File: src/rtl/cpu_pkg.sv
// Shared CPU definitions: bus width defaults, arbiter state encoding and a
// counter-width helper used by the memory-port arbiter.
package cpu_pkg;

  // Default address/data widths shared by the core, arbiter and memory model.
  localparam int unsigned CPU_AW = 32;
  localparam int unsigned CPU_DW = 32;

  // Memory-port arbiter ownership states.
  typedef enum logic [1:0] {
    ARB_IDLE,
    ARB_BUSY_I,
    ARB_BUSY_D
  } arb_state_e;

  // Bits needed to hold 0..maxval; never returns 0 so a disabled feature
  // (maxval == 0) still yields a legal one-bit vector.
  function automatic int unsigned cnt_width(input int unsigned maxval);
    return (maxval < 1) ? 1 : $clog2(maxval + 1);
  endfunction

endpackage

File: src/rtl/mem_arbiter_if.sv
// Bundle of the fetch, load/store and memory-port signals around the arbiter.
// slave: the arbiter's view. master: the surrounding core/memory view.
interface mem_arbiter_if
  import cpu_pkg::*;
#(
  parameter int unsigned AW = CPU_AW,
  parameter int unsigned DW = CPU_DW
) ();

  // Instruction-fetch requester
  logic          i_req;
  logic [AW-1:0] i_addr;
  logic          i_ack;
  logic [DW-1:0] i_rdata;
  logic          i_err;

  // Load/store requester
  logic          d_req;
  logic          d_we;
  logic [AW-1:0] d_addr;
  logic [DW-1:0] d_wdata;
  logic          d_ack;
  logic [DW-1:0] d_rdata;
  logic          d_err;

  // Unified memory port
  logic          mem_req;
  logic          mem_we;
  logic [AW-1:0] mem_addr;
  logic [DW-1:0] mem_wdata;
  logic [DW-1:0] mem_rdata;
  logic          mem_ack;

  modport slave (
    input  i_req, i_addr,
    output i_ack, i_rdata, i_err,
    input  d_req, d_we, d_addr, d_wdata,
    output d_ack, d_rdata, d_err,
    output mem_req, mem_we, mem_addr, mem_wdata,
    input  mem_rdata, mem_ack
  );

  modport master (
    output i_req, i_addr,
    input  i_ack, i_rdata, i_err,
    output d_req, d_we, d_addr, d_wdata,
    input  d_ack, d_rdata, d_err,
    input  mem_req, mem_we, mem_addr, mem_wdata,
    output mem_rdata, mem_ack
  );

endinterface

File: src/rtl/mem_arbiter.sv
// Shares the single memory port between instruction fetch (I) and load/store
// (D). D wins by default; after STARVE_LIMIT consecutive D grants while I is
// waiting, I is granted. A watchdog aborts a transaction the memory never
// acknowledges and returns an error response to the owner.
module mem_arbiter
  import cpu_pkg::*;
#(
  parameter int unsigned AW           = CPU_AW,
  parameter int unsigned DW           = CPU_DW,
  parameter int unsigned STARVE_LIMIT = 4,
  parameter int unsigned TIMEOUT      = 255
) (
  input logic          clk,
  input logic          rst,
  mem_arbiter_if.slave bus
);

  localparam int unsigned SW = cnt_width(STARVE_LIMIT);
  localparam int unsigned TW = cnt_width(TIMEOUT);

  localparam logic [SW-1:0] STREAK_MAX = SW'(STARVE_LIMIT);
  // Last timer value before abort; unused when the watchdog is disabled.
  localparam logic [TW-1:0] TIMER_LAST = (TIMEOUT == 0) ? '0 : TW'(TIMEOUT - 1);
  localparam logic [DW-1:0] RDATA_ERR  = '0;

  arb_state_e    state;
  logic [SW-1:0] streak;  // consecutive D grants while I was waiting
  logic [TW-1:0] timer;   // cycles spent in the current transaction

  logic          busy;
  logic          timeout;
  logic          done;
  logic          grant_d;
  logic          grant_i;
  logic [AW-1:0] grant_addr;
  logic [SW-1:0] streak_inc;

  // Arbitration decision, watchdog expiry and transaction completion.
  always_comb begin
    busy    = (state != ARB_IDLE);
    // A coincident mem_ack wins over the watchdog.
    timeout = (TIMEOUT != 0) && busy && !bus.mem_ack && (timer == TIMER_LAST);
    done    = busy && (bus.mem_ack || timeout);

    grant_d = (state == ARB_IDLE) && bus.d_req && (!bus.i_req || (streak < STREAK_MAX));
    grant_i = (state == ARB_IDLE) && !grant_d && bus.i_req;

    grant_addr = grant_d ? bus.d_addr : bus.i_addr;
    streak_inc = (streak == STREAK_MAX) ? streak : streak + 1'b1;
  end

  // Responses follow mem_ack combinationally; a watchdog abort forces rdata to 0.
  always_comb begin
    bus.i_ack   = done && (state == ARB_BUSY_I);
    bus.i_err   = timeout && (state == ARB_BUSY_I);
    bus.i_rdata = (timeout && (state == ARB_BUSY_I)) ? RDATA_ERR : bus.mem_rdata;

    bus.d_ack   = done && (state == ARB_BUSY_D);
    bus.d_err   = timeout && (state == ARB_BUSY_D);
    bus.d_rdata = (timeout && (state == ARB_BUSY_D)) ? RDATA_ERR : bus.mem_rdata;
  end

  // Ownership FSM with registered memory-port outputs, streak and watchdog.
  always_ff @(posedge clk) begin
    if (!rst) begin
      state         <= ARB_IDLE;
      bus.mem_req   <= 1'b0;
      bus.mem_we    <= 1'b0;
      bus.mem_addr  <= '0;
      bus.mem_wdata <= '0;
      streak        <= '0;
      timer         <= '0;
    end else begin
      unique case (state)
        ARB_IDLE: begin
          if (grant_d) begin
            state         <= ARB_BUSY_D;
            bus.mem_req   <= 1'b1;
            bus.mem_we    <= bus.d_we;
            bus.mem_addr  <= grant_addr;
            bus.mem_wdata <= bus.d_wdata;
            timer         <= '0;
            // Streak only counts D grants that made I wait.
            streak        <= bus.i_req ? streak_inc : '0;
          end else if (grant_i) begin
            state        <= ARB_BUSY_I;
            bus.mem_req  <= 1'b1;
            bus.mem_we   <= 1'b0;
            bus.mem_addr <= grant_addr;
            timer        <= '0;
            streak       <= '0;
          end
        end
        ARB_BUSY_I, ARB_BUSY_D: begin
          if (done) begin
            state       <= ARB_IDLE;
            bus.mem_req <= 1'b0;
            bus.mem_we  <= 1'b0;
          end else begin
            timer <= timer + 1'b1;
          end
        end
        default: begin
          state       <= ARB_IDLE;
          bus.mem_req <= 1'b0;
          bus.mem_we  <= 1'b0;
        end
      endcase
    end
  end

endmodule

File: src/flat_wrapper.sv
// flat-port wrapper written by rule: the top's interface ports become plain ports
module mem_arbiter_flat import cpu_pkg::*;
#(
  parameter int unsigned AW           = CPU_AW,
  parameter int unsigned DW           = CPU_DW,
  parameter int unsigned STARVE_LIMIT = 4,
  parameter int unsigned TIMEOUT      = 255
)
  (clk, rst, bus_i_req, bus_i_addr, bus_i_ack, bus_i_rdata, bus_i_err, bus_d_req, bus_d_we, bus_d_addr, bus_d_wdata, bus_d_ack, bus_d_rdata, bus_d_err, bus_mem_req, bus_mem_we, bus_mem_addr, bus_mem_wdata, bus_mem_rdata, bus_mem_ack);
  mem_arbiter_if #(.AW(AW), .DW(DW)) bus_i ();
  input logic clk;
  input logic rst;
  input wire logic [$bits(bus_i.i_req)-1:0] bus_i_req;
  input wire logic [$bits(bus_i.i_addr)-1:0] bus_i_addr;
  output wire logic [$bits(bus_i.i_ack)-1:0] bus_i_ack;
  output wire logic [$bits(bus_i.i_rdata)-1:0] bus_i_rdata;
  output wire logic [$bits(bus_i.i_err)-1:0] bus_i_err;
  input wire logic [$bits(bus_i.d_req)-1:0] bus_d_req;
  input wire logic [$bits(bus_i.d_we)-1:0] bus_d_we;
  input wire logic [$bits(bus_i.d_addr)-1:0] bus_d_addr;
  input wire logic [$bits(bus_i.d_wdata)-1:0] bus_d_wdata;
  output wire logic [$bits(bus_i.d_ack)-1:0] bus_d_ack;
  output wire logic [$bits(bus_i.d_rdata)-1:0] bus_d_rdata;
  output wire logic [$bits(bus_i.d_err)-1:0] bus_d_err;
  output wire logic [$bits(bus_i.mem_req)-1:0] bus_mem_req;
  output wire logic [$bits(bus_i.mem_we)-1:0] bus_mem_we;
  output wire logic [$bits(bus_i.mem_addr)-1:0] bus_mem_addr;
  output wire logic [$bits(bus_i.mem_wdata)-1:0] bus_mem_wdata;
  input wire logic [$bits(bus_i.mem_rdata)-1:0] bus_mem_rdata;
  input wire logic [$bits(bus_i.mem_ack)-1:0] bus_mem_ack;
  assign bus_i.i_req = bus_i_req;
  assign bus_i.i_addr = bus_i_addr;
  assign bus_i_ack = bus_i.i_ack;
  assign bus_i_rdata = bus_i.i_rdata;
  assign bus_i_err = bus_i.i_err;
  assign bus_i.d_req = bus_d_req;
  assign bus_i.d_we = bus_d_we;
  assign bus_i.d_addr = bus_d_addr;
  assign bus_i.d_wdata = bus_d_wdata;
  assign bus_d_ack = bus_i.d_ack;
  assign bus_d_rdata = bus_i.d_rdata;
  assign bus_d_err = bus_i.d_err;
  assign bus_mem_req = bus_i.mem_req;
  assign bus_mem_we = bus_i.mem_we;
  assign bus_mem_addr = bus_i.mem_addr;
  assign bus_mem_wdata = bus_i.mem_wdata;
  assign bus_i.mem_rdata = bus_mem_rdata;
  assign bus_i.mem_ack = bus_mem_ack;
  mem_arbiter #(.AW(AW), .DW(DW), .STARVE_LIMIT(STARVE_LIMIT), .TIMEOUT(TIMEOUT)) u_core (.clk(clk), .rst(rst), .bus(bus_i));
endmodule
File: config.mk
export PLATFORM = sky130hd
export DESIGN_NAME = mem_arbiter_flat
export DESIGN_NICKNAME = d
export VERILOG_FILES = /design/src/rtl/cpu_pkg.sv /design/src/rtl/mem_arbiter_if.sv /design/src/rtl/mem_arbiter.sv /design/src/flat_wrapper.sv
export SDC_FILE = /design/constraint.sdc
export NUM_CORES = 1
export LEC_CHECK = 0
export ABC_CLOCK_PERIOD_IN_PS = 3490
export BUFFER_PORTS_ARGS = -buffer_cell sky130_fd_sc_hd__buf_2
export CAP_MARGIN = 20
export CORE_AREA = 2 2 103 105
export DETAILED_ROUTE_END_ITERATION = 7
export DIE_AREA = 0 0 105 107
export GPL_ROUTABILITY_DRIVEN = 0
export PLACE_DENSITY = 0.78
export RECOVER_POWER = 25
export SYNTH_ARGS = -nofsm -noshare
export SYNTH_HDL_FRONTEND = slang
export SYNTH_SLANG_ARGS = --single-unit
File: constraint.sdc
create_clock -name clk -period 3.49 [get_ports clk]
set_input_delay 0.349 -clock clk [delete_from_list [all_inputs] [get_ports clk]]
set_output_delay 0.349 -clock clk [all_outputs]
set_load 0.01 [all_outputs]
* Yosys cells after proc, flatten, opt, wreduce, memory -nomap -nowiden
Index checks and enable logic that the tools add are counted.
** Word-level totals
- Register bits :: 79
- Bits of input ports :: 134
- Output and inout port bits :: 134
- Logic and storage cells :: 68
** Cells by class
- Add/sub/neg operators :: 2
- Order comparisons :: 1
- Equality and inequality tests :: 8
- Multiplexer cells :: 24
- Reductions and logical operators :: 26
** Operators by type and width (number)
- $mux 32 :: 5
- $mux 8 :: 3
- $pmux 8 s2 :: 1
- $mux 3 :: 4
- $logic_and 1x1->1 :: 11
- $add 8x1->8 const B :: 1
- $eq 8x8->1 const B :: 1
- $mux 2 :: 3
- $reduce_and 2->1 :: 3
- $reduce_and 3->1 :: 2
- $reduce_bool 2->1 :: 3
- $mux 1 :: 5
- $pmux 1 s2 :: 2
- $pmux 2 s2 :: 1
- $add 3x1->3 const B :: 1
- $eq 3x3->1 const B :: 1
- $logic_not 1->1 :: 3
- $lt 3x3->1 const B :: 1
- $ne 3x1->1 const B :: 1
- $ne 3x3->1 const B :: 1
- $eq 2x1->1 const B :: 1
- $eq 2x2->1 const B :: 1
- $logic_not 2->1 :: 1
- $logic_or 1x1->1 :: 2
- 3 further kinds :: 3

* Logic depth before layout (Yosys ltp)
Gate-level depths: netlist of run 1.
- Word-level depth :: 9
- Gate-level depth with buffers :: 8

* Worst setup path before layout of run 1
Ideal clock, no wire load.
- Path kind :: register -> output
- Start point :: register u_core.state[0]
- End point :: output bus_i_rdata[22]
- Arrival :: 1.595 ns
- Data required time :: 3.141 ns
- Setup slack :: 1.546 ns
- Stages on the path, launching flop included :: 9
- Cells stage by stage :: dfxtp_1 > inv_1 > ha_1 > and4b_1 > buf_4 > nand2_4 > nor3b_4 > buf_6 > nor2b_2
** On the way
- Longest elaborated chain between the ends :: 5
- Elaborated cells between the ends (all ways) :: 6
- Those cells by class :: eq/ne: 1; mux: 1; reduce/logical: 4
** RTL lines
- start: declaration :: line mem_arbiter.sv:26 : arb_state_e state;
- start signal: assignment :: line mem_arbiter.sv:66 : state <= ARB_IDLE;
- start signal: assignment :: line mem_arbiter.sv:77 : state <= ARB_BUSY_D;
- start signal: assignment :: line mem_arbiter.sv:86 : state <= ARB_BUSY_I;
- $reduce_bool 2->1 :: line mem_arbiter.sv:40 : busy = (state != ARB_IDLE);
- $logic_and 1x1->1 (2 in series) :: line mem_arbiter.sv:42 : timeout = (TIMEOUT != 0) && busy && !bus.mem_ack && (timer == TIMER_LAST);
- $logic_and 1x1->1 (*)
- net bus_i_err :: line flat_wrapper.sv:17 : output wire logic [$bits(bus_i.i_err)-1:0] bus_i_err;
- $mux 32 (*) :: line mem_arbiter.sv:56 : bus.i_rdata = (timeout && (state == ARB_BUSY_I)) ? RDATA_ERR : bus.mem_rdata;
- end: declaration :: line flat_wrapper.sv:16 : output wire logic [$bits(bus_i.i_rdata)-1:0] bus_i_rdata;
The timed path passes the listed nets; every way through them passes the cells marked *.

* Worst setup path after layout of run 1
- Start point :: register u_core.state[0]
- End point :: output bus_i_rdata[13]
** On the way
- Longest elaborated chain between the ends :: 5
- Elaborated cells between the ends (all ways) :: 6
- Those cells by class :: eq/ne: 1; mux: 1; reduce/logical: 4
** RTL lines (line)
- $reduce_bool 2->1 :: mem_arbiter.sv:40
- $logic_and 1x1->1 (2 in series) :: mem_arbiter.sv:42
- $logic_and 1x1->1 (*) :: mem_arbiter.sv:56
- $mux 32 (*) :: mem_arbiter.sv:56
Every way passes the cells marked *; elsewhere a longest branch is shown, timed or not.

==> results of run 1 <==
metal layers:
metal | routed length (um) | vias up | track usage, %
met5 | 0 | - | 0
met4 | 148 | 0 | 5.62
met3 | 870 | 12 | 5.23
met2 | 5570 | 157 | 33.5
met1 | 5100 | 1888 | 24.6
li1 | - | 2201 | -
power by group through the flow:
stage	Combinational, uW	Clock, uW	Sequential (uW)
3_3_place_gp	1660	0	1250
2_1_floorplan	1020	0	1360
3_5_place_dp	1670	0	1260
4_1_cts	1680	851	1240
5_1_grt	1820	884	1270
6_report	1620	825	1240
kinds of logic (layout without fill, tap and decap cells):
| logic type | Yosys count | after routing |
|---|---|---|
| AO/OA/AOI/OAI | 107 | 107 |
| adder cells (fa/ha/maj) | 8 | 8 |
| buffers and inverters | 47 | 300 |
| flip-flops | 79 | 79 |
| multiplexers | 2 | 2 |
| AND/OR/NAND/NOR | 261 | 261 |
cells in the mapped netlist (4+ instances only):
master | n | area [um^2]
sky130_fd_sc_hd__nand2_1 | 132 | 495
sky130_fd_sc_hd__dfxtp_1 | 79 | 1580
sky130_fd_sc_hd__nor2b_1 | 58 | 363
sky130_fd_sc_hd__a21oi_1 | 39 | 195
sky130_fd_sc_hd__nor2_1 | 38 | 143
sky130_fd_sc_hd__a311oi_1 | 35 | 307
sky130_fd_sc_hd__clkbuf_1 | 17 | 63.8
sky130_fd_sc_hd__buf_2 | 10 | 50.1
sky130_fd_sc_hd__nor2b_2 | 9 | 78.8
sky130_fd_sc_hd__ha_1 | 8 | 100
sky130_fd_sc_hd__inv_1 | 8 | 30.0
sky130_fd_sc_hd__o21ai_0 | 7 | 35.0
sky130_fd_sc_hd__buf_6 | 6 | 67.6
sky130_fd_sc_hd__nand3_1 | 5 | 25.0
sky130_fd_sc_hd__o21a_1 | 5 | 37.5
sky130_fd_sc_hd__buf_1 | 4 | 15.0
final timing paths:
| path | start | to | slack, ps |
|---|---|---|---|
| setup / recovery | u_core.state[0] | bus_i_rdata[13] | 740 |
| hold reg to reg | u_core.bus.mem_wdata[6] | u_core.bus.mem_wdata[6] | 450 |
| hold / removal | bus_d_wdata[7] | u_core.bus.mem_wdata[7] | 240 |
| setup reg to reg | u_core.state[0] | u_core.bus.mem_we | 1380 |
registers in the layout, summed over array words and instances (netlist names):
register and cells:
u_core.bus.mem_addr 32, u_core.bus.mem_wdata 32, u_core.state 2, u_core.bus.mem_we 1, u_core.bus.mem_req 1, u_core.timer 8, u_core.streak 3
stage by stage:
step | utilization [%] | instance area [um^2] | hold slack (ps) | setup WS [ps]
after CTS | 55.2 | 5570 | 214 | 719
after floorplan | - | 3950 | 464 | 1550
final | 54.7 | 5520 | 236 | 739
after global placement | 52.8 | 5330 | 439 | 1170
after detailed placement | 52.8 | 5330 | 443 | 1100
after global routing | 54.7 | 5520 | 210 | 543
area by class of cell:
cell class	instances	area share [%]
Sequential cell	79	28.6
Timing Repair Buffer	276	24.7
Clock inverter	6	2.08
Inverter	8	0.544
Clock buffer	10	2.31
Tap cell	136	3.08
Multi-Input combinational cell	378	38.7
worst max-delay path, delay by kind of cell (launching register included):
family / cells / cell delay (ps)
adders and majority gates: 1 / 310
buffers and inverters: 3 / 580
DFF: 1 / 350
and+or+nand+nor: 4 / 810
==> impl_results.html, run 1 <==
<table>
<tr><th>Metric</th><th>Value</th></tr>
<tr><th colspan="2">Outcome</th></tr>
<tr><td>Run status</td><td>finished clean</td></tr>
<tr><th colspan="2">Worst setup path</th></tr>
<tr><td>Delay of the slowest cell on the worst path</td><td>440 ps</td></tr>
<tr><td>CP endpoint kind</td><td>output pin</td></tr>
<tr><td>Crit Path Category</td><td>reg -&gt; out</td></tr>
<tr><td>Worst reg-to-reg path cell count</td><td>7</td></tr>
<tr><td>Highest-delay cell along the critical path</td><td>sky130_fd_sc_hd__and4b_1</td></tr>
<tr><td>Required time reported for the critical path endpoint</td><td>3140 ps</td></tr>
<tr><td>Crit path max fanout</td><td>33</td></tr>
<tr><td>Startpoint Class</td><td>flop</td></tr>
<tr><td>Worst endpoint data arrival time</td><td>2400 ps</td></tr>
<tr><td>Cell-by-cell listing of the critical path</td><td>inv_1 -&gt; ha_1 -&gt; and4b_1 -&gt; nand2_4 -&gt; nor3b_4 -&gt; buf_4 -&gt; nor2b_1 -&gt; buf_2</td></tr>
<tr><th colspan="2">Yosys</th></tr>
<tr><td>Synth warnings</td><td>0</td></tr>
<tr><td>Post-synthesis cell type count</td><td>44</td></tr>
<tr><td>Post-synthesis instance area</td><td>3950 um^2</td></tr>
<tr><td>Seq/Total Area, Yosys</td><td>40.1%</td></tr>
<tr><td>Nets in the synthesized netlist</td><td>646</td></tr>
<tr><td>Compound-cell area share of the yosys netlist</td><td>18.7%</td></tr>
<tr><td>Area share of and/or/nand/nor cells after synthesis</td><td>32.0%</td></tr>
<tr><td>Average cell area after synthesis</td><td>7.83 um^2</td></tr>
<tr><td>Cell count after synthesis</td><td>504</td></tr>
<tr><td>Area share of fa/ha/maj cells after synthesis</td><td>2.54%</td></tr>
<tr><td>Proportion of register bits with asynchronous set or reset after synthesis</td><td>0%</td></tr>
<tr><td>Synth Area in XOR/XNOR</td><td>0%</td></tr>
<tr><td>Leading register cell type out of synthesis</td><td>sky130_fd_sc_hd__dfxtp_1</td></tr>
<tr><td>Number of synthesized register bits</td><td>79</td></tr>
<tr><td>Count of flip-flops with a built-in enable after synthesis</td><td>0</td></tr>
<tr><td>Share of cell area taken by muxes after synthesis</td><td>0.507%</td></tr>
<tr><td>Combinational family with the most area after synthesis</td><td>simple AND/OR/NAND/NOR gates</td></tr>
<tr><th colspan="2">Drt</th></tr>
<tr><td>Post-DR vias/cell</td><td>4.77</td></tr>
<tr><td>Violation count after the first detailed-route iteration</td><td>265</td></tr>
<tr><td>Wire length reported by the detailed router</td><td>11,700 um</td></tr>
<tr><td>Per-cell routed wire length</td><td>13.1 um</td></tr>
<tr><td>Count of nets left with antenna violations after detail routing</td><td>0</td></tr>
<tr><td>Via count</td><td>4,258</td></tr>
<tr><td>Detailed-route DRC error count</td><td>0</td></tr>
<tr><td>Pre-antenna DRT Iters</td><td>4</td></tr>
<tr><th colspan="2">Clocking</th></tr>
<tr><td>CTS max path bufs</td><td>2</td></tr>
<tr><td>CTS tree</td><td>done</td></tr>
<tr><td>Cell at the root of the clock tree</td><td>sky130_fd_sc_hd__clkbuf_8</td></tr>
<tr><td>Number of clock sinks</td><td>79</td></tr>
<tr><td>Gates resized, CTS repair</td><td>0</td></tr>
<tr><td>Cts bufs inserted</td><td>9</td></tr>
<tr><td>Count of hold-fix buffers inserted at cts</td><td>0</td></tr>
<tr><td>Clock insertion delay at the later pin of the skew report</td><td>340 ps</td></tr>
<tr><td>Post-CTS setup-driven buffer insertion count</td><td>0</td></tr>
<tr><td>H-Tree Level Count</td><td>3</td></tr>
<tr><td>Clock input transition at the sequential cells of the worst setup and hold paths</td><td>90 ps</td></tr>
<tr><th colspan="2">Global route</th></tr>
<tr><td>Vias in the first global route</td><td>3,822</td></tr>
<tr><td>Maximum number of pins on one net before global-route repair</td><td>66</td></tr>
<tr><td>Overall overflow remaining after global route</td><td>0</td></tr>
<tr><td>Overall global routing resource usage</td><td>19.7%</td></tr>
<tr><td>Number of antenna violations at the first check in global routing</td><td>0</td></tr>
<tr><td>First-pass GRT wire length</td><td>18,400 um</td></tr>
<tr><th colspan="2">STA</th></tr>
<tr><td>Unrepaired setup endpoints after global routing</td><td>false</td></tr>
<tr><td>Worst Clk Skew</td><td>11.6 ps</td></tr>
<tr><td>Fin. max-slew vios</td><td>0</td></tr>
<tr><td>Slew at the pin with the worst max-slew slack</td><td>646 ps</td></tr>
<tr><td>Fin crit period</td><td>2750 ps</td></tr>
<tr><td>Upper clock frequency limit</td><td>364 MHz</td></tr>
<tr><td>Count of endpoints failing setup in the final report</td><td>0</td></tr>
<tr><td>Fraction of the cycle the final worst path needs</td><td>78.8%</td></tr>
<tr><td>Endpoints failing hold</td><td>0</td></tr>
<tr><td>Final sum of negative setup slack</td><td>0 ps</td></tr>
<tr><td>Worst rel slew slack</td><td>57.0%</td></tr>
<tr><th colspan="2">Floorplanning</th></tr>
<tr><td>Area of the die</td><td>11,200 um^2</td></tr>
<tr><td>IO Count</td><td>268</td></tr>
<tr><td>Initial standard-cell utilization of the core</td><td>39.1%</td></tr>
<tr><td>Site row count</td><td>37</td></tr>
<tr><td>Standard cell core area</td><td>10,100 um^2</td></tr>
<tr><td>Die X-Extent</td><td>105 um</td></tr>
<tr><td>Die Ht</td><td>107 um</td></tr>
<tr><th colspan="2">Cells and area</th></tr>
<tr><td>Net total in the final layout</td><td>894</td></tr>
<tr><td>Most common cell after layout, fill and taps aside</td><td>sky130_fd_sc_hd__buf_2</td></tr>
<tr><td>Proportion of layout cells with a drive suffix above 1</td><td>34.1%</td></tr>
<tr><td>Total of fill cells in the finished design</td><td>1,043</td></tr>
<tr><td>Multi-input gate area</td><td>2140 um^2</td></tr>
<tr><td>Final non-filler cell total</td><td>893</td></tr>
<tr><td>Area occupied by registers</td><td>1580 um^2</td></tr>
<tr><td>Commonest cells after routing, fill and taps aside</td><td>sky130_fd_sc_hd__buf_2, sky130_fd_sc_hd__nand2_1, sky130_fd_sc_hd__dfxtp_1, sky130_fd_sc_hd__nor2b_1, sky130_fd_sc_hd__clkbuf_1</td></tr>
<tr><td>Antenna diode count</td><td>0</td></tr>
<tr><td>Layout-stage area growth over the synthesis result</td><td>39.9%</td></tr>
<tr><th colspan="2">Pwr</th></tr>
<tr><td>Pwr/cell area</td><td>669 nW/um^2</td></tr>
<tr><td>Comb pwr share</td><td>44.0%</td></tr>
<tr><td>Clock network fraction of total power</td><td>22.3%</td></tr>
<tr><td>Switching share of total power</td><td>40.1%</td></tr>
<tr><td>Static Leakage</td><td>0.00256 uW</td></tr>
<tr><td>Power spent charging and discharging nets</td><td>1480 uW</td></tr>
<tr><td>Total design power</td><td>3690 uW</td></tr>
<tr><td>Relative contribution of sequential cells to total power</td><td>33.7%</td></tr>
<tr><td>VDD IR-drop max</td><td>309 uV</td></tr>
<tr><td>Internal power contribution</td><td>2210 uW</td></tr>
<tr><th colspan="2">Min path</th></tr>
<tr><td>Number of cells on the worst hold path</td><td>3</td></tr>
<tr><td>Hold/Removal Path Class</td><td>in -&gt; reg</td></tr>
<tr><th colspan="2">Placement</th></tr>
<tr><td>Placed Cells incl. Taps</td><td>876</td></tr>
<tr><td># port buffers</td><td>267</td></tr>
<tr><td>Detailed placement HPWL</td><td>8580 um</td></tr>
<tr><th colspan="2">Flow run</th></tr>
<tr><td>Max-cap check violation count</td><td>0</td></tr>
</table>
(Power assumes the default switching activity.)
==> inputs of run 2 (changes only) <==
Settings changed: ABC_CLOCK_PERIOD_IN_PS 3490 to 2650.
Clock period 3.49 ns to 2.65 ns, I/O delays scaled along.
==> run 2 against run 1 <==
Via count increased by 1.6%. Wire length increased by 0.79%. Cell count increased by 0.11%. Sequential share of layout area decreased by 0.078 points. Critical path type unchanged.
==> impl_results.html, run 2 (synthesis results as in run 1) <==
<table>
<tr><th>Metric</th><th>Value</th></tr>
<tr><th colspan="2">Global route</th></tr>
<tr><td>Met1 track utilization from global routing</td><td>23.8% (was 24.6%)</td></tr>
<tr><td>Most Crowded Layer GR</td><td>met2 (unchanged)</td></tr>
<tr><td>Overall overflow remaining after global route</td><td>0 (unchanged)</td></tr>
<tr><td>Global Route met2 Usage</td><td>33.1% (was 33.5%)</td></tr>
<tr><td>Maximum number of pins on one net before global-route repair</td><td>67 (was 66)</td></tr>
<tr><td>Met3 track demand over resource in global routing</td><td>5.59% (was 5.23%)</td></tr>
<tr><td>First-pass GRT wire length</td><td>18,300 um (was 18,400 um)</td></tr>
<tr><td>Overall global routing resource usage</td><td>19.7% (about the same)</td></tr>
<tr><td>Vias in the first global route</td><td>3,931 (was 3,822)</td></tr>
<tr><td>Number of antenna violations at the first check in global routing</td><td>0 (unchanged)</td></tr>
<tr><th colspan="2">Floorplanning</th></tr>
<tr><td>Standard cell core area</td><td>10,100 um^2 (unchanged)</td></tr>
<tr><td>Area of the die</td><td>11,200 um^2 (unchanged)</td></tr>
<tr><td>Site row count</td><td>37 (unchanged)</td></tr>
<tr><td>Die X-Extent</td><td>105 um (unchanged)</td></tr>
<tr><td>Initial standard-cell utilization of the core</td><td>39.1% (unchanged)</td></tr>
<tr><td>Die Ht</td><td>107 um (unchanged)</td></tr>
<tr><td>IO Count</td><td>268 (unchanged)</td></tr>
<tr><th colspan="2">Drt</th></tr>
<tr><td>Via count</td><td>4,327 (was 4,258)</td></tr>
<tr><td>Detailed-route DRC error count</td><td>0 (unchanged)</td></tr>
<tr><td>Post-DR vias/cell</td><td>4.84 (was 4.77)</td></tr>
<tr><td>Per-cell routed wire length</td><td>13.2 um (was 13.1 um)</td></tr>
<tr><td>Pre-antenna DRT Iters</td><td>5 (was 4)</td></tr>
<tr><td>Count of nets left with antenna violations after detail routing</td><td>0 (unchanged)</td></tr>
<tr><td>Wire length reported by the detailed router</td><td>11,800 um (was 11,700 um)</td></tr>
<tr><td>Violation count after the first detailed-route iteration</td><td>199 (was 265)</td></tr>
<tr><th colspan="2">STA</th></tr>
<tr><td>Worst rel slew slack</td><td>53.3% (was 57.0%)</td></tr>
<tr><td>Worst Clk Skew</td><td>8.51 ps (was 11.6 ps)</td></tr>
<tr><td>Final sum of negative setup slack</td><td>0 ps (unchanged)</td></tr>
<tr><td>Unrepaired setup endpoints after global routing</td><td>false (unchanged)</td></tr>
<tr><td>Slew at the pin with the worst max-slew slack</td><td>693 ps (was 646 ps)</td></tr>
<tr><td>Final worst-path setup slack</td><td>183 ps (was 739 ps)</td></tr>
<tr><td>Fraction of the cycle the final worst path needs</td><td>93.1%</td></tr>
<tr><td>Fin. max-slew vios</td><td>0 (unchanged)</td></tr>
<tr><td>Endpoints failing hold</td><td>0 (unchanged)</td></tr>
<tr><td>Fin crit period</td><td>2470 ps</td></tr>
<tr><td>Count of endpoints failing setup in the final report</td><td>0 (unchanged)</td></tr>
<tr><td>Upper clock frequency limit</td><td>405 MHz</td></tr>
<tr><th colspan="2">Cells and area</th></tr>
<tr><td>Total of fill cells in the finished design</td><td>1,014 (was 1,043)</td></tr>
<tr><td>Top Registers</td><td>u_core.bus.mem_addr x32, u_core.bus.mem_wdata x32, u_core.timer x8 (unchanged)</td></tr>
<tr><td>Multi-input gate area</td><td>2140 um^2 (about the same)</td></tr>
<tr><td>Area occupied by registers</td><td>1580 um^2 (unchanged)</td></tr>
<tr><td>Commonest cells after routing, fill and taps aside</td><td>sky130_fd_sc_hd__buf_2, sky130_fd_sc_hd__nand2_1, sky130_fd_sc_hd__dfxtp_1, sky130_fd_sc_hd__nor2b_1, sky130_fd_sc_hd__clkbuf_1 (unchanged)</td></tr>
<tr><td>Layout-stage area growth over the synthesis result</td><td>40.3% (was 39.9%)</td></tr>
<tr><td>Antenna diode count</td><td>0 (unchanged)</td></tr>
<tr><td>Final non-filler cell total</td><td>894 (was 893)</td></tr>
<tr><td>Post-route cell area</td><td>5540 um^2 (was 5520 um^2)</td></tr>
<tr><td>Proportion of layout cells with a drive suffix above 1</td><td>34.4% (was 34.1%)</td></tr>
<tr><td>Net total in the final layout</td><td>895 (was 894)</td></tr>
<tr><td>Most common cell after layout, fill and taps aside</td><td>sky130_fd_sc_hd__buf_2 (unchanged)</td></tr>
<tr><th colspan="2">Clocking</th></tr>
<tr><td>Clock insertion delay at the later pin of the skew report</td><td>340 ps (about the same)</td></tr>
<tr><td>CTS tree</td><td>done (unchanged)</td></tr>
<tr><td>H-Tree Level Count</td><td>3 (unchanged)</td></tr>
<tr><td>Clock input transition at the sequential cells of the worst setup and hold paths</td><td>90 ps (about the same)</td></tr>
<tr><td>Number of clock sinks</td><td>79 (unchanged)</td></tr>
<tr><td>Cell at the root of the clock tree</td><td>sky130_fd_sc_hd__clkbuf_8 (unchanged)</td></tr>
<tr><td>CTS max path bufs</td><td>2 (unchanged)</td></tr>
<tr><td>Cts bufs inserted</td><td>9 (unchanged)</td></tr>
<tr><th colspan="2">Worst setup path</th></tr>
<tr><td>Cell-by-cell listing of the critical path</td><td>inv_1 -&gt; ha_1 -&gt; and4b_2 -&gt; nand2_4 -&gt; nor3b_4 -&gt; buf_8 -&gt; nor2b_1 -&gt; buf_2 (was inv_1 -&gt; ha_1 -&gt; and4b_1 -&gt; nand2_4 -&gt; nor3b_4 -&gt; buf_4 -&gt; nor2b_1 -&gt; buf_2)</td></tr>
<tr><td>CP endpoint kind</td><td>output pin (unchanged)</td></tr>
<tr><td>Crit path from</td><td>u_core.state[0] (unchanged)</td></tr>
<tr><td>Crit Path Category</td><td>reg -&gt; out (unchanged)</td></tr>
<tr><td>FF-to-FF setup slack</td><td>460 ps (was 1380 ps)</td></tr>
<tr><td>Reg2reg end</td><td>u_core.timer[6] (was u_core.bus.mem_we)</td></tr>
<tr><td>Highest-delay cell along the critical path</td><td>sky130_fd_sc_hd__and4b_2 (was sky130_fd_sc_hd__and4b_1)</td></tr>
<tr><td>Worst reg-to-reg path cell count</td><td>6 (was 7)</td></tr>
<tr><td>Capture point of the worst path</td><td>bus_d_rdata[25] (was bus_i_rdata[13])</td></tr>
<tr><td>Delay of the slowest cell on the worst path</td><td>390 ps (was 440 ps)</td></tr>
<tr><td>Required time reported for the critical path endpoint</td><td>2380 ps (was 3140 ps)</td></tr>
<tr><td>RR Startpoint</td><td>u_core.state[1] (was u_core.state[0])</td></tr>
<tr><td>Crit path max fanout</td><td>26 (was 33)</td></tr>
<tr><td>Startpoint Class</td><td>flop (unchanged)</td></tr>
<tr><td>Worst endpoint data arrival time</td><td>2200 ps (was 2400 ps)</td></tr>
<tr><th colspan="2">Min path</th></tr>
<tr><td>Hold/Removal Path Class</td><td>in -&gt; reg (unchanged)</td></tr>
<tr><th colspan="2">Outcome</th></tr>
<tr><td>Run status</td><td>finished clean (unchanged)</td></tr>
<tr><th colspan="2">Pwr</th></tr>
<tr><td>VDD IR-drop max</td><td>343 uV (was 309 uV)</td></tr>
<tr><td>Static Leakage</td><td>0.00257 uW (was 0.00256 uW)</td></tr>
<tr><td>Pwr/cell area</td><td>870 nW/um^2 (was 669 nW/um^2)</td></tr>
<tr><td>Total design power</td><td>4820 uW (was 3690 uW)</td></tr>
<tr><th colspan="2">Placement</th></tr>
<tr><td># port buffers</td><td>267 (unchanged)</td></tr>
<tr><td>Detailed placement HPWL</td><td>8790 um (was 8580 um)</td></tr>
<tr><td>Post-placement cell area</td><td>5360 um^2 (was 5330 um^2)</td></tr>
<tr><td>Worst slack at placement</td><td>416 ps (was 1100 ps)</td></tr>
<tr><td>Placed Cells incl. Taps</td><td>877 (was 876)</td></tr>
<tr><th colspan="2">Flow run</th></tr>
<tr><td>Max-cap check violation count</td><td>0 (unchanged)</td></tr>
</table>
==> run 2: cell count changes in the layout (fill, tap and decap cells not counted) <==
cell                         before  now
sky130_fd_sc_hd__and4b_1          1    0
sky130_fd_sc_hd__and4b_2          0    1
sky130_fd_sc_hd__buf_12           2    3
sky130_fd_sc_hd__buf_2          214  215
sky130_fd_sc_hd__buf_4            7    6
sky130_fd_sc_hd__buf_8            0    1
sky130_fd_sc_hd__bufinv_16        3    2
sky130_fd_sc_hd__clkbuf_1        54   53
sky130_fd_sc_hd__clkbuf_8         9   10
sky130_fd_sc_hd__clkinvlp_4       1    0
sky130_fd_sc_hd__inv_6            2    3
==> run 2: layout make-up <==
type                    count  share of cell area, %
clock inverters             5                   1.56
inverters                   8                  0.542
well taps                 136                   3.07
clock buffers              11                   2.55
multi-input cells         378                   38.6
flip-flops and latches     79                   28.6
repair buffers            277                   25.1
==> run 2: worst min path at each step <==
stage	start	endpoint	cells after the start
6_report	bus_d_wdata[6]	u_core.bus.mem_wdata[6]	3
3_3_place_gp	u_core.bus.mem_wdata[23]	u_core.bus.mem_wdata[23]	2
3_5_place_dp	u_core.bus.mem_wdata[29]	u_core.bus.mem_wdata[29]	2
4_1_cts	bus_d_wdata[29]	u_core.bus.mem_wdata[29]	3
5_1_grt	bus_d_wdata[21]	u_core.bus.mem_wdata[21]	3
2_1_floorplan	bus_d_wdata[0]	u_core.bus.mem_wdata[0]	2
==> run 2: stage by stage <==
step | hold slack, ps | utilization (%)
CTS | 131 | 55.4
floorplan | 401 | -
global route | 127 | 54.9
detailed placement | 444 | 53.1
global placement | 438 | 53.1
finish | 150 | 54.9
==> run 2: worst max-delay path: cells and delay by family (launching register included) <==
family                   cells  cell delay [ps]
AND/OR/NAND/NOR              4              780
adder cells (fa/ha/maj)      1              320
buffers and inverters        3              430
flip-flops                   1              350
==> run 2: power breakdown <==
| group | switching, uW | internal [uW] | total (uW) |
|---|---|---|---|
| combinational | 1360 | 799 | 2160 |
| sequential | 146 | 1490 | 1640 |
| clock | 456 | 568 | 1020 |
==> run 2: repair_timing <==
action                     in CTS  in global routing
resized for setup               0                  3
hold buffers                    0                  0
setup endpoints to repair       0                 59
buffers inserted                0                  1
==> run 2: per-layer routing <==
metal | share of wire (%) | vias to the layer above | wire length (um)
li1 | - | 2206 | -
met4 | 1.3 | 0 | 148
met2 | 50 | 164 | 5850
met1 | 42 | 1945 | 4950
met5 | 0 | - | 0
met3 | 7.1 | 12 | 835
==> inputs of run 3 (changes only) <==
Settings changed: ABC_CLOCK_PERIOD_IN_PS 2650 to 2900.
Clock period 2.65 ns to 2.9 ns, I/O delays scaled along.
==> run 3 against run 2 <==
First-iteration DRC count rose by 9.5%. Clock-buffer cell count is 2 lower. Clock skew is 5.0 ps higher. Non-clock buffer count decreased by 2. Core utilization decreased by 0.20 points. Wire length decreased by 0.98%.
==> impl_results.html, run 3 (synthesis results as in run 1) <==
<table>
<tr><th>Metric</th><th>Value</th></tr>
<tr><th colspan="2">Floorplanning</th></tr>
<tr><td>Standard cell core area</td><td>10,100 um^2 (unchanged)</td></tr>
<tr><td>Initial standard-cell utilization of the core</td><td>39.1% (unchanged)</td></tr>
<tr><td>Die X-Extent</td><td>105 um (unchanged)</td></tr>
<tr><td>Site row count</td><td>37 (unchanged)</td></tr>
<tr><td>Area of the die</td><td>11,200 um^2 (unchanged)</td></tr>
<tr><td>IO Count</td><td>268 (unchanged)</td></tr>
<tr><td>Die Ht</td><td>107 um (unchanged)</td></tr>
<tr><th colspan="2">Worst setup path</th></tr>
<tr><td>Crit path max fanout</td><td>33 (was 26)</td></tr>
<tr><td>Highest-delay cell along the critical path</td><td>sky130_fd_sc_hd__and4b_1 (was sky130_fd_sc_hd__and4b_2)</td></tr>
<tr><td>CP endpoint kind</td><td>output pin (unchanged)</td></tr>
<tr><td>Cell-by-cell listing of the critical path</td><td>inv_1 -&gt; ha_1 -&gt; and4b_1 -&gt; nand2_4 -&gt; nor3b_4 -&gt; buf_4 -&gt; nor2b_1 -&gt; buf_2 (was inv_1 -&gt; ha_1 -&gt; and4b_2 -&gt; nand2_4 -&gt; nor3b_4 -&gt; buf_8 -&gt; nor2b_1 -&gt; buf_2)</td></tr>
<tr><td>Crit Path Category</td><td>reg -&gt; out (unchanged)</td></tr>
<tr><td>Worst endpoint data arrival time</td><td>2400 ps (was 2200 ps)</td></tr>
<tr><td>Delay of the slowest cell on the worst path</td><td>450 ps (was 390 ps)</td></tr>
<tr><td>Required time reported for the critical path endpoint</td><td>2610 ps (was 2380 ps)</td></tr>
<tr><td>Startpoint Class</td><td>flop (unchanged)</td></tr>
<tr><th colspan="2">STA</th></tr>
<tr><td>Upper clock frequency limit</td><td>371 MHz</td></tr>
<tr><td>Final worst-path setup slack</td><td>207 ps (was 183 ps)</td></tr>
<tr><td>Worst Clk Skew</td><td>13.5 ps (was 8.51 ps)</td></tr>
<tr><td>Slew at the pin with the worst max-slew slack</td><td>679 ps (was 693 ps)</td></tr>
<tr><td>Unrepaired setup endpoints after global routing</td><td>false (unchanged)</td></tr>
<tr><td>Fin. max-slew vios</td><td>0 (unchanged)</td></tr>
<tr><td>Final sum of negative setup slack</td><td>0 ps (unchanged)</td></tr>
<tr><td>Fin crit period</td><td>2690 ps</td></tr>
<tr><td>Worst rel slew slack</td><td>54.2% (was 53.3%)</td></tr>
<tr><td>Fraction of the cycle the final worst path needs</td><td>92.8%</td></tr>
<tr><td>Endpoints failing hold</td><td>0 (unchanged)</td></tr>
<tr><td>Count of endpoints failing setup in the final report</td><td>0 (unchanged)</td></tr>
<tr><th colspan="2">Cells and area</th></tr>
<tr><td>Antenna diode count</td><td>0 (unchanged)</td></tr>
<tr><td>Area occupied by registers</td><td>1580 um^2 (unchanged)</td></tr>
<tr><td>Layout-stage area growth over the synthesis result</td><td>39.8% (was 40.3%)</td></tr>
<tr><td>Most common cell after layout, fill and taps aside</td><td>sky130_fd_sc_hd__buf_2 (unchanged)</td></tr>
<tr><td>Proportion of layout cells with a drive suffix above 1</td><td>34.1% (was 34.4%)</td></tr>
<tr><td>Commonest cells after routing, fill and taps aside</td><td>sky130_fd_sc_hd__buf_2, sky130_fd_sc_hd__nand2_1, sky130_fd_sc_hd__dfxtp_1, sky130_fd_sc_hd__nor2b_1, sky130_fd_sc_hd__clkbuf_1 (unchanged)</td></tr>
<tr><td>Top Registers</td><td>u_core.bus.mem_addr x32, u_core.bus.mem_wdata x32, u_core.timer x8 (unchanged)</td></tr>
<tr><td>Net total in the final layout</td><td>893 (was 895)</td></tr>
<tr><td>Total of fill cells in the finished design</td><td>1,031 (was 1,014)</td></tr>
<tr><td>Multi-input gate area</td><td>2140 um^2 (about the same)</td></tr>
<tr><th colspan="2">Drt</th></tr>
<tr><td>Count of nets left with antenna violations after detail routing</td><td>0 (unchanged)</td></tr>
<tr><td>Via count</td><td>4,306 (was 4,327)</td></tr>
<tr><td>Post-DR vias/cell</td><td>4.83 (was 4.84)</td></tr>
<tr><td>Detailed-route DRC error count</td><td>0 (unchanged)</td></tr>
<tr><td>Violation count after the first detailed-route iteration</td><td>218 (was 199)</td></tr>
<tr><td>Pre-antenna DRT Iters</td><td>4 (was 5)</td></tr>
<tr><td>Wire length reported by the detailed router</td><td>11,700 um (was 11,800 um)</td></tr>
<tr><td>Per-cell routed wire length</td><td>13.1 um (was 13.2 um)</td></tr>
<tr><th colspan="2">Clocking</th></tr>
<tr><td>Number of clock sinks</td><td>79 (unchanged)</td></tr>
<tr><td>H-Tree Level Count</td><td>3 (unchanged)</td></tr>
<tr><td>Post-CTS setup-driven buffer insertion count</td><td>0 (unchanged)</td></tr>
<tr><td>Gates resized, CTS repair</td><td>0 (unchanged)</td></tr>
<tr><td>Clock insertion delay at the later pin of the skew report</td><td>350 ps (was 340 ps)</td></tr>
<tr><td>Cts bufs inserted</td><td>9 (unchanged)</td></tr>
<tr><td>CTS tree</td><td>done (unchanged)</td></tr>
<tr><td>Count of hold-fix buffers inserted at cts</td><td>0 (unchanged)</td></tr>
<tr><td>Clock input transition at the sequential cells of the worst setup and hold paths</td><td>100 ps (was 90 ps)</td></tr>
<tr><td>CTS max path bufs</td><td>2 (unchanged)</td></tr>
<tr><td>Cell at the root of the clock tree</td><td>sky130_fd_sc_hd__clkbuf_8 (unchanged)</td></tr>
<tr><th colspan="2">Global route</th></tr>
<tr><td>Overall overflow remaining after global route</td><td>0 (unchanged)</td></tr>
<tr><td>Number of antenna violations at the first check in global routing</td><td>0 (unchanged)</td></tr>
<tr><td>Overall global routing resource usage</td><td>19.9% (was 19.7%)</td></tr>
<tr><td>Vias in the first global route</td><td>3,974 (was 3,931)</td></tr>
<tr><td>Maximum number of pins on one net before global-route repair</td><td>72 (was 67)</td></tr>
<tr><td>First-pass GRT wire length</td><td>18,600 um (was 18,300 um)</td></tr>
<tr><th colspan="2">Pwr</th></tr>
<tr><td>VDD IR-drop max</td><td>379 uV (was 343 uV)</td></tr>
<tr><td>Total design power</td><td>4420 uW (was 4820 uW)</td></tr>
<tr><td>Static Leakage</td><td>0.00256 uW (was 0.00257 uW)</td></tr>
<tr><td>Pwr/cell area</td><td>802 nW/um^2 (was 870 nW/um^2)</td></tr>
<tr><th colspan="2">Placement</th></tr>
<tr><td>Detailed placement HPWL</td><td>8530 um (was 8790 um)</td></tr>
<tr><td>Worst slack at placement</td><td>588 ps (was 416 ps)</td></tr>
<tr><td># port buffers</td><td>267 (unchanged)</td></tr>
<tr><th colspan="2">Flow run</th></tr>
<tr><td>Max-cap check violation count</td><td>0 (unchanged)</td></tr>
<tr><th colspan="2">Min path</th></tr>
<tr><td>Hold/Removal Path Class</td><td>in -&gt; reg (unchanged)</td></tr>
<tr><th colspan="2">Outcome</th></tr>
<tr><td>Run status</td><td>finished clean (unchanged)</td></tr>
</table>
-- run 3: cell types whose count changed in the layout (fill, tap and decap cells not counted) --
cell,change
sky130_fd_sc_hd__inv_8,+2
sky130_fd_sc_hd__and4b_1,+1
sky130_fd_sc_hd__and4b_2,-1
sky130_fd_sc_hd__buf_2,-1
sky130_fd_sc_hd__buf_4,-1
sky130_fd_sc_hd__buf_8,-1
sky130_fd_sc_hd__clkbuf_8,-1
-- run 3: routing by layer --
metal	vias to the layer above	track usage (%)	routed length (um)
li1	2197	-	-
met3	16	5.23	826
met1	1926	23.7	4960
met4	0	5.62	157
met2	167	35.2	5720
met5	-	0	0
-- run 3: stage by stage --
step,instance area [um^2],hold slack [ps],util (%),instances
CTS,5590,145,55.3,892
finish,5520,164,54.7,892
global placement,5350,439,53.0,876
detailed placement,5350,443,53.0,876
floorplan,3950,426,-,504
global route,5520,140,54.7,892
-- run 3: path summary, 6_finish.rpt --
check / endpoint / depth (start not counted) / slack, ps / from
setup / recovery: bus_d_rdata[0] / 8 / 210 / u_core.state[0]
hold / removal: u_core.bus.mem_wdata[5] / 3 / 160 / bus_d_wdata[5]
hold reg to reg: u_core.bus.mem_wdata[26] / 2 / 460 / u_core.bus.mem_wdata[26]
setup reg to reg: u_core.timer[1] / 6 / 770 / u_core.state[0]
-- run 3: worst max-delay path: cells and delay by family, from the launching register on --
family	cells	cell delay (ps)
and+or+nand+nor	4	820
buffers and inverters	3	560
DFF	1	360
adders and majority gates	1	320
-- run 3: cell type report --
class | instances | area share, %
clock buffer | 9 | 2.24
clock inverter | 7 | 1.97
inverter | 8 | 0.544
multi-input combinational | 378 | 38.7
sequential | 79 | 28.7
tap | 136 | 3.08
timing repair buffer | 275 | 24.8
-- run 3: report_power, final --
group          internal, uW  switching (uW)  total [uW]
Clock                   507             453         959
Sequential             1360             134        1500
Combinational           734            1230        1970
Total                  2600            1820        4420
